## src/rtl/stage_id_opr.sv

```systemverilog
// stage_id_opr: operand-resolve stage with priority forwarding, load-use stall and registered valid/ready output
module stage_id_opr #(
    parameter int XLEN   = 32,
    parameter int REG_AW = 5,
    parameter int NFWD   = 2,
    parameter int CTRL_W = 17
) (
    input  logic                     clk,
    input  logic                     rst,
    input  logic                     rdy,
    input  logic                     flush,
    input  logic                     in_valid,
    output logic                     in_ready,
    input  logic [XLEN-1:0]          in_pc,
    input  logic                     in_rs1_en,
    input  logic                     in_rs2_en,
    input  logic [REG_AW-1:0]        in_rs1,
    input  logic [REG_AW-1:0]        in_rs2,
    input  logic [XLEN-1:0]          in_imm,
    input  logic [REG_AW-1:0]        in_rd,
    input  logic                     in_wreg,
    input  logic [CTRL_W-1:0]        in_ctrl,
    output logic [REG_AW-1:0]        rf_raddr1,
    output logic [REG_AW-1:0]        rf_raddr2,
    input  logic [XLEN-1:0]          rf_rdata1,
    input  logic [XLEN-1:0]          rf_rdata2,
    input  logic [NFWD-1:0]          fwd_wreg,
    input  logic [NFWD*REG_AW-1:0]   fwd_wd,
    input  logic [NFWD*XLEN-1:0]     fwd_wdata,
    input  logic [NFWD-1:0]          fwd_done,
    output logic                     out_valid,
    input  logic                     out_ready,
    output logic [XLEN-1:0]          out_pc,
    output logic [XLEN-1:0]          out_op1,
    output logic [XLEN-1:0]          out_op2,
    output logic [REG_AW-1:0]        out_rd,
    output logic                     out_wreg,
    output logic [CTRL_W-1:0]        out_ctrl,
    output logic                     stall_o,
    output logic [15:0]              stall_cnt
);

    logic [XLEN-1:0] op1, op2, fv1, fv2;
    logic            hit1, hit2, dn1, dn2, blk1, blk2, hazard, adv;

    // Resolve operands; scanning oldest to youngest lets the youngest match win
    always_comb begin
        hit1 = 1'b0;
        hit2 = 1'b0;
        dn1  = 1'b1;
        dn2  = 1'b1;
        fv1  = '0;
        fv2  = '0;
        for (int i = NFWD - 1; i >= 0; i--) begin
            if (fwd_wreg[i] && fwd_wd[i*REG_AW +: REG_AW] == in_rs1) begin
                hit1 = 1'b1;
                dn1  = fwd_done[i];
                fv1  = fwd_wdata[i*XLEN +: XLEN];
            end
            if (fwd_wreg[i] && fwd_wd[i*REG_AW +: REG_AW] == in_rs2) begin
                hit2 = 1'b1;
                dn2  = fwd_done[i];
                fv2  = fwd_wdata[i*XLEN +: XLEN];
            end
        end
        op1  = !in_rs1_en ? in_imm : (in_rs1 == '0) ? '0 : hit1 ? fv1 : rf_rdata1;
        op2  = !in_rs2_en ? in_imm : (in_rs2 == '0) ? '0 : hit2 ? fv2 : rf_rdata2;
        blk1 = in_rs1_en && (in_rs1 != '0) && hit1 && !dn1;
        blk2 = in_rs2_en && (in_rs2 != '0) && hit2 && !dn2;
    end

    assign rf_raddr1 = in_rs1;
    assign rf_raddr2 = in_rs2;
    assign hazard    = in_valid && (blk1 || blk2);
    assign stall_o   = hazard && rdy && !flush;
    assign adv       = !out_valid || out_ready;
    assign in_ready  = rdy && !flush && !hazard && adv;

    // Output register: pause freezes all state, flush kills, accept loads, otherwise drain to a bubble
    always_ff @(posedge clk) begin
        if (rst) begin
            out_valid <= 1'b0;
            out_pc    <= '0;
            out_op1   <= '0;
            out_op2   <= '0;
            out_rd    <= '0;
            out_wreg  <= 1'b0;
            out_ctrl  <= '0;
            stall_cnt <= '0;
        end else if (rdy) begin
            if (flush) begin
                out_valid <= 1'b0;
            end else if (in_valid && in_ready) begin
                out_valid <= 1'b1;
                out_pc    <= in_pc;
                out_op1   <= op1;
                out_op2   <= op2;
                out_rd    <= in_rd;
                out_wreg  <= in_wreg;
                out_ctrl  <= in_ctrl;
            end else if (adv) begin
                out_valid <= 1'b0;
            end
            if (stall_o && stall_cnt != 16'hFFFF)
                stall_cnt <= stall_cnt + 16'd1;
        end
    end

endmodule

```

## config.mk

```make
export PLATFORM = sky130hd
export DESIGN_NAME = stage_id_opr
export DESIGN_NICKNAME = d
export VERILOG_FILES = /design/src/rtl/stage_id_opr.sv
export SDC_FILE = /design/constraint.sdc
export NUM_CORES = 1
export LEC_CHECK = 0
export ABC_AREA = 1
export BUFFER_PORTS_ARGS = -buffer_cell sky130_fd_sc_hd__buf_4
export CAP_MARGIN = 5
export CORE_MARGIN = 3
export CORE_UTILIZATION = 30
export DETAILED_ROUTE_END_ITERATION = 7
export HOLD_SLACK_MARGIN = 0.08
export PLACE_DENSITY = 0.55
export SYNTH_ARGS = -nofsm -noshare
export SYNTH_HDL_FRONTEND = slang
export SYNTH_SLANG_ARGS = --single-unit
export TNS_END_PERCENT = 10
```

## constraint.sdc

```tcl
create_clock -name clk -period 1.6 [get_ports clk]
set_input_delay 0.16 -clock clk [delete_from_list [all_inputs] [get_ports clk]]
set_output_delay 0.16 -clock clk [all_outputs]
set_load 0.02 [all_outputs]
```

After elaboration in Yosys (flattened, before gate mapping)
Cells that the tools add are included.
- bits in registers: 136
- latch bits: 0
- RAM bits: 0
- ROM bits: 0
- bits of input ports: 247
- output and inout port bits: 148
- word-level logic and storage cells: 69
- memories kept: 0
- add/subtract/negate cells: 1
- multipliers: 0
- divide/modulo/power cells: 0
- order comparisons: 0
- equal/unequal tests: 5
- shifts and indexed selects: 0
- multiplexer cells: 21
- bitwise operators: 1
- reduce and logical (&&, ||, !) cells: 33
- operators with widths (operator ; count):
    $mux 32 ; 10
    $eq 5x5->1 ; 4
    $logic_and 1x1->1 ; 18
    $add 16x1->16 const B ; 1
    $ne 16x16->1 const B ; 1
    $mux 1 ; 11
    $logic_not 5->1 ; 2
    $reduce_bool 5->1 ; 2
    $logic_not 1->1 ; 5
    $reduce_and 2->1 ; 2
    $reduce_and 3->1 ; 1
    $reduce_bool 3->1 ; 1
    $logic_or 1x1->1 ; 2
    $not 1->1 ; 1

Longest topological paths before layout
Gate-level depths: netlist of the first run.
- word-level depth: 14
- mapped depth: 16
- mapped depth without buffers: 14

Worst setup path after synthesis of the first run
Ideal clock, no wire load.
- kind: reg-to-reg
- start point: reg stall_cnt[0]
- end point: reg stall_cnt[12]
- setup time: 70 ps
- arrival: 1911 ps
- data required time: 1530 ps
- path slack: -382 ps
- stages on the path, launching flop included: 11
- buffers on the path: 1
- clock period less this slack: 1982 ps
- path through: dfxtp_1 ha_1 nand2_1 nor3_1 nand2_1 nor2_1 nand4_1 nand4_1 buf_4 nand2_1 a21oi_1
- longest elaborated chain between the ends: 3
- elaborated cells on any way between the ends: 4
- classes of those cells: add/sub (1); eq/ne (1); reduce/logical (2)
- RTL lines (element ; line ; source):
    from (decl) ; 40 ; output logic [15:0] stall_cnt
    from (signal assigned) ; 105 ; stall_cnt <= stall_cnt + 16'd1;
    parallel branches: the longest is 3 deep, another holds $add 16x1->16 ; -- ;
Parallel ways; which one is timed is not known.
A chain may end at the register's enable or synchronous reset.

Worst setup path in the final report of the first run
- start point: reg stall_cnt[0]
- end point: reg stall_cnt[1]
Same word-level chain as after synthesis.

==> results of run 1 <==
## worst paths after layout
path / startpoint / end / slack [ns] / cells after the start
worst max-delay path: stall_cnt[0]$_SDFFE_PP0P_ / stall_cnt[1]$_SDFFE_PP0P_ / -0.005 / 10
worst min-delay path: in_imm[18] / out_op1[18]$_SDFFE_PP0P_ / 0.1 / 5
worst max register to register: stall_cnt[0]$_SDFFE_PP0P_ / stall_cnt[1]$_SDFFE_PP0P_ / -0.005 / 10
worst min register to register: stall_cnt[8]$_SDFFE_PP0P_ / stall_cnt[8]$_SDFFE_PP0P_ / 0.48 / 2
## cells by family (layout without fill, tap and decap cells)
family / after synthesis / after routing / synth area share, %
AND/OR/NAND/NOR: 825 / 825 / 37.88
XOR/XNOR: 17 / 17 / 1.785
buffers and inverters: 288 / 793 / 14.86
flip-flops: 136 / 136 / 32.63
adder cells (fa/ha/maj): 1 / 1 / 0.1499
AO/OA/AOI/OAI: 187 / 187 / 12.69
other: 0 / 3 / 0
## sequential cells by signal (all words and copies together), names as in the netlist
register / cells
out_op1: 32
out_ctrl: 17
out_pc: 32
out_op2: 32
out_wreg: 1
out_rd: 5
stall_cnt: 16
out_valid: 1
## through the flow
stage / hold WS, ns / setup WS [ns] / instance area, sq um / util (%) / TNS [ns]
floorplan: 0.2949 / -0.01317 / 8402 / - / -0.1050
global placement: 0.3812 / -0.4079 / 12330 / 45.37 / -47.02
detailed placement: 0.3879 / -0.4181 / 12330 / 45.37 / -47.64
CTS: 0.08057 / -0.009039 / 13650 / 50.23 / -0.03674
global route: 0.09942 / -0.1809 / 13700 / 50.43 / -5.996
finish: 0.09937 / -0.005100 / 13700 / 50.43 / -0.008652
## power groups by stage
stage	combinational, uW	clock [uW]	sequential (uW)
after floorplan	867	0	3910
after global placement	2310	0	3710
after detailed placement	2310	0	3720
after CTS	2460	4240	3640
after global routing	2720	4360	3660
final	2460	4070	3640
## area by class of cell
type | instances | area, sq um
Clock buffer | 19 | 442.9
Antenna cell | 3 | 7.507
Tap cell | 372 | 465.4
Clock inverter | 13 | 160.2
Sequential cell | 136 | 2739
Multi-Input combinational cell | 1030 | 4494
Timing Repair Buffer | 564 | 4649
Fill cell | 2879 | 13470
Inverter | 197 | 745.7
## timing repair
item,4_1_cts,5_1_grt
pin swaps,6,3
hold buffers,68,0
endpoints found under the hold margin,86,0
setup buffers,0,1
resized for setup,10,17
endpoints found under the setup margin,12,99
## cell usage in the layout (no fill, tap or decap), types with 3 or more instances in the layout
| cell | netlist | routed |
|---|---|---|
| a21oi_1 | 18 | 16 |
| buf_12 | 0 | 19 |
| buf_4 | 15 | 475 |
| clkbuf_16 | 0 | 17 |
| clkinvlp_4 | 0 | 4 |
| dfxtp_1 | 136 | 127 |
| dfxtp_2 | 0 | 7 |
| diode_2 | 0 | 3 |
| dlygate4sd3_1 | 0 | 68 |
| inv_1 | 192 | 189 |
| inv_2 | 5 | 6 |
| inv_6 | 0 | 3 |
| inv_8 | 0 | 3 |
| nand2_1 | 487 | 479 |
| nand2_2 | 0 | 7 |
| nand3_1 | 14 | 11 |
| nand3_2 | 1 | 3 |
| nand4_1 | 5 | 5 |
| nor2_1 | 302 | 295 |
| nor2_2 | 1 | 8 |
| nor3_1 | 11 | 8 |
| nor4_1 | 3 | 3 |
| o211ai_1 | 48 | 48 |
| o21ai_0 | 119 | 115 |
| o21ai_1 | 0 | 4 |
| xnor2_1 | 4 | 3 |
| xor2_1 | 13 | 13 |
## routing by layer
metal  vias to the layer above  GRT usage, %  part of all wire, %
met5                         -             0                    0
met3                        54         6.610                  8.1
met2                       376         39.68                   47
met4                         0         8.142                  2.9
li1                       5376             -                    -
met1                      4522         27.55                   42
## critical path, stage by stage, from the launching register on
cell     delay (ns)
dfxtp_4        0.36
ha_4           0.14
nand2_4        0.06
nor3_4         0.13
nand2_1        0.08
nor2_1         0.11
nand4_1        0.14
nand4_1        0.15
buf_4          0.17
nand2_1        0.05
a21oi_1        0.13
==> impl_metrics.env, run 1 <==
export IMPL_area_growth_pct=64.26
export IMPL_detailed_place_hpwl_mm=27.47
export IMPL_fp_row_count=60
export IMPL_power_per_cell_area_nw_per_um2=742.5
export IMPL_io_buffer_count=394
export IMPL_core_area_sq_um=27180
export IMPL_globalRouteTotalUtil_pct=23.08
export IMPL_intPower_uw=7137
export IMPL_drt_pre_antenna_iters=5
export IMPL_timing_final_crit_share_pct=100.3
export IMPL_synth_top_cell_area_share_pct=32.63
export IMPL_worst_setup_path_type="flop to flop"
export IMPL_ys_ff_latch=136
export IMPL_outcome="complete, but fails checks"
export IMPL_final_layout_size_suffix_gt1_share_pct=29.15
export IMPL_postRouteAntennaNets=0
export IMPL_p_leak_uw=0.007432
export IMPL_tritoncts_num_sinks=136
export IMPL_vias=10328
export IMPL_yosys_top_cells_count="487 x nand2_1, 302 x nor2_1, 192 x inv_1, 136 x dfxtp_1, 119 x o21ai_0"
export IMPL_vdd_drop_max_mv=0.7251
export IMPL_synth_distinct_cells=25
export IMPL_syn_instance_count=1454
export IMPL_achievable_frequency_mhz=623.0
export IMPL_instances_no_fill=2334
export IMPL_timing_critical_path_to_type="flop"
export IMPL_numCtsBuffers=17
export IMPL_globalRouteOverflowTotal=0
export IMPL_cts_htree_levels=4
export IMPL_net_switching_power_uw=3039
export IMPL_failed_checks="setup timing"
export IMPL_min_period_ns=1.605
export IMPL_route_final_wire_length_mm=35.17
export IMPL_width_of_the_die_um=172.8
export IMPL_synth_edf_count=0
export IMPL_place_inst=2230
export IMPL_floorplan_die_height_um=172.8
export IMPL_drc_errors_left=0
export IMPL_pin_count_of_the_biggest_net_entering_global_routing=52
export IMPL_viasPerCell=4.425
export IMPL_tritoncts_clock_tree="yes"
export IMPL_clkLatencyLatePin_ns=0.42
export IMPL_detail_route_iter0_violations=457
export IMPL_synth_yosys_seq_area_share_pct=32.63
export IMPL_clkTransAtPathRegs_ns=0.07
export IMPL_die_area_sq_um=29850
export IMPL_yosys_top_cells_area="dfxtp_1 33%, nand2_1 22%, nor2_1 14%"
export IMPL_relative_max_transition_margin_pct=71.05
export IMPL_finalNetCount=2194
export IMPL_ys_warn_count=0
export IMPL_timing_critical_path_from_type="flop"
export IMPL_synth_async_reset_ratio_pct=0
export IMPL_worst_slew_pin_slew_ns=0.4343
export IMPL_clock_power_share_pct=40.0
export IMPL_drv_slew=0
export IMPL_crit_arrival_ns=1.94
export IMPL_postSynthNetCount=1702
export IMPL_rsz_0062_raised_after_global_routing="true"
export IMPL_cts_root_buf="clkbuf_16"
export IMPL_swShare_pct=29.86
export IMPL_hold_path_class="input port to flop"
export IMPL_ys_dominant_reg_cell="dfxtp_1"
export IMPL_timing_critical_path_required_ns=1.94
export IMPL_hold_viol_final=0
export IMPL_grt_pass1_wl_mm=55.17
export IMPL_p_total_uw=10180
export IMPL_worst_slack_ns=-0.005100
export IMPL_timing_clock_skew_ns=0.01379
export IMPL_netlist_top_cell_by_area="dfxtp_1"
export IMPL_syn_area_sq_um=8343
export IMPL_synthMostInstantiatedCell="nand2_1"
export IMPL_timing_final_setup_violations=2
export IMPL_first_global_vias=10198
export IMPL_clockBufferDepth=2
export IMPL_cap_violations=0
export IMPL_antenna_found_initial=3
export IMPL_postSynthAreaPerCell_sq_um=5.738
export IMPL_worstPathMaxFanout=7
export IMPL_globalplace_congestion=0.8887
export IMPL_seq_power_share_pct=35.8
export IMPL_part_of_the_total_power_dissipated_in_combinational_logic_pct=24.2
export IMPL_ios=395
export IMPL_drt_wirelength_per_cell_um=15.07
export IMPL_initial_core_util_pct=30.70
No activity file was read; power rests on OpenSTA's default activity.
==> run 2, diff against run 1 <==
--- a/config.mk
+++ b/config.mk
@@ -11,6 +11,7 @@
 export CORE_MARGIN = 3
 export CORE_UTILIZATION = 30
 export DETAILED_ROUTE_END_ITERATION = 7
+export GPL_TIMING_DRIVEN = 0
 export HOLD_SLACK_MARGIN = 0.08
 export PLACE_DENSITY = 0.55
 export SYNTH_ARGS = -nofsm -noshare
==> run 2 against run 1 <==
Net effect:
- the run still ends with setup timing left
- largest power group unchanged
- core utilization up 0.38 points
- design area rose by 0.76%
- flip-flop and latch count unchanged
- combinational power increased by 4%
- highest routed layer unchanged
- total power grew 0.60%
- routed wire length grew 16%
- maximum frequency is 8.1% lower
- critical path depth stayed put
- die area unchanged
- cell count stayed put
- clock power about the same
- largest cell class is now multi-input combinational cells
==> impl_metrics.env, run 2 (synthesized netlist as in run 1, its figures left out) <==
export IMPL_outcome="complete, but fails checks"
export IMPL_failed_checks="setup timing"
export IMPL_globalplace_congestion=0.8734
export IMPL_worstPathMaxFanout=5
export IMPL_clkLatencyLatePin_ns=0.41
export IMPL_relative_max_transition_margin_pct=40.80
export IMPL_drv_slew=0
export IMPL_fp_row_count=60
export IMPL_postRouteAntennaNets=0
export IMPL_min_period_ns=1.747
export IMPL_seq_power_share_pct=35.5
export IMPL_p_total_uw=10240
export IMPL_rsz_0062_raised_after_global_routing="true"
export IMPL_power_per_cell_area_nw_per_um2=741.4
export IMPL_tritoncts_clock_tree="yes"
export IMPL_numCtsBuffers=17
export IMPL_layout_filler_cells=2867
export IMPL_startpoint_of_the_most_critical_setup_path="stall_cnt[0]$_SDFFE_PP0P_"
export IMPL_drt_pre_antenna_iters=7
export IMPL_dp_worst_setup_slack_ns=-0.8230
export IMPL_area_growth_pct=65.51
export IMPL_hold_path_class="input port to flop"
export IMPL_layout_top_registers="out_op1 x32, out_op2 x32, out_pc x32"
export IMPL_die_area_sq_um=29850
export IMPL_timing_setup_tns_ns=-1.932
export IMPL_timing_clock_skew_ns=0.007434
export IMPL_floorplan_die_height_um=172.8
export IMPL_initial_core_util_pct=30.70
export IMPL_hold_viol_final=0
export IMPL_io_buffer_count=393
export IMPL_width_of_the_die_um=172.8
export IMPL_p_leak_uw=0.007312
export IMPL_cap_violations=0
export IMPL_viasPerCell=4.603
export IMPL_worst_slew_pin_slew_ns=0.8879
export IMPL_clkTransAtPathRegs_ns=0.07
export IMPL_first_global_vias=10428
export IMPL_tritoncts_num_sinks=136
export IMPL_ff2ff_path_depth=10
export IMPL_worst_r2r_setup_slack_ns=-0.15
export IMPL_clock_power_share_pct=39.6
export IMPL_timing_critical_path_from_type="flop"
export IMPL_detailed_place_hpwl_mm=31.28
export IMPL_timing_rr_start="stall_cnt[0]$_SDFFE_PP0P_"
export IMPL_vdd_drop_max_mv=0.6339
export IMPL_grt_pass1_wl_mm=60.86
export IMPL_cts_htree_levels=4
export IMPL_core_area_sq_um=27180
export IMPL_timing_critical_path_to_type="flop"
export IMPL_vias=10743
export IMPL_timing_critical_path_required_ns=1.94
export IMPL_ios=395
export IMPL_achievable_frequency_mhz=572.4
export IMPL_pin_count_of_the_biggest_net_entering_global_routing=17
export IMPL_swShare_pct=30.83
export IMPL_timing_final_crit_share_pct=109.2
export IMPL_worst_hold_startpoint="in_imm[15]"
export IMPL_timing_final_setup_violations=22
export IMPL_crit_arrival_ns=2.09
export IMPL_worst_slack_ns=-0.1469
export IMPL_net_switching_power_uw=3157
export IMPL_most_common_layout_cells="461 x nand2_1, 405 x buf_4, 248 x nor2_1, 183 x inv_1, 127 x dfxtp_1"
export IMPL_worst_setup_path_type="flop to flop"
export IMPL_detail_route_iter0_violations=621
export IMPL_globalRouteOverflowTotal=0
export IMPL_hold_depth=5
export IMPL_finalNetCount=2194
export IMPL_cts_root_buf="clkbuf_16"
export IMPL_route_final_wire_length_mm=40.97
export IMPL_layout_commonest_cell="nand2_1"
export IMPL_intPower_uw=7081
export IMPL_part_of_the_total_power_dissipated_in_combinational_logic_pct=24.9
export IMPL_globalRouteTotalUtil_pct=26.13
export IMPL_drc_errors_left=0
export IMPL_antenna_found_initial=2
export IMPL_clockBufferDepth=2
export IMPL_final_layout_size_suffix_gt1_share_pct=31.70
export IMPL_drt_wirelength_per_cell_um=17.55
[run 2: layout make-up]
| class | count | area (sq um) | share of cell area, % |
|---|---|---|---|
| clock inverters | 13 | 142.6 | 1.033 |
| clock buffers | 19 | 442.9 | 3.208 |
| well taps | 372 | 465.4 | 3.371 |
| repair buffers | 473 | 3834 | 27.76 |
| inverters | 197 | 742.0 | 5.373 |
| flip-flops and latches | 136 | 2739 | 19.84 |
| multi-input cells | 1030 | 4761 | 34.48 |
| plain buffers | 91 | 674.4 | 4.884 |
| diodes | 3 | 7.507 | 0.05437 |
[run 2: power groups by stage]
stage	Combinational [uW]	Clock (uW)	Sequential [uW]
5_1_grt	2770	4290	3650
4_1_cts	2410	4140	3630
3_3_place_gp	2220	0	3710
3_5_place_dp	2230	0	3710
2_1_floorplan	867	0	3910
6_report	2550	4050	3630
[run 2: per-layer routing]
metal  vias to the layer above  part of all wire, %  track usage, %
li1                       5392                    -               -
met1                      4765                   41           31.86
met2                       487                   46           44.06
met3                        99                  7.8           6.566
met4                         0                  4.4           10.74
met5                         -                    0               0
[run 2: worst max-delay path, cell delays in order, from the launching register on]
cell and delay, ns:
dfxtp_4 0.37, ha_4 0.15, nand2_4 0.06, nor3_4 0.13
nand2_1 0.09, nor2_2 0.12, nand4_1 0.11, nand4_1 0.26
buf_4 0.20, nand2_1 0.06, a21oi_2 0.11
[run 2: through the flow]
stage	hold WS (ns)	utilization, %	cells	instance area (sq um)
after detailed placement	0.3881	43.49	2219	11820
after global placement	0.3808	43.49	2219	11820
final	0.1026	50.81	2334	13810
after CTS	0.08289	48.71	2320	13240
after floorplan	0.2949	-	1454	8402
after global routing	0.1146	50.80	2333	13810
[run 2: final timing paths]
kind,to
worst max-delay path,stall_cnt[0]$_SDFFE_PP0P_
worst min-delay path,out_op1[15]$_SDFFE_PP0P_
worst max register to register,stall_cnt[0]$_SDFFE_PP0P_
worst min register to register,stall_cnt[9]$_SDFFE_PP0P_
[run 2: repair_timing]
item / 4_1_cts / 5_1_grt
hold buffers: 66 / 0
endpoints found under the setup margin: 138 / 138
buffers inserted: 3 / 7
pin swaps: 8 / 36
endpoints found under the hold margin: 64 / 0
gates resized for setup: 55 / 162
cloned: 0 / 4
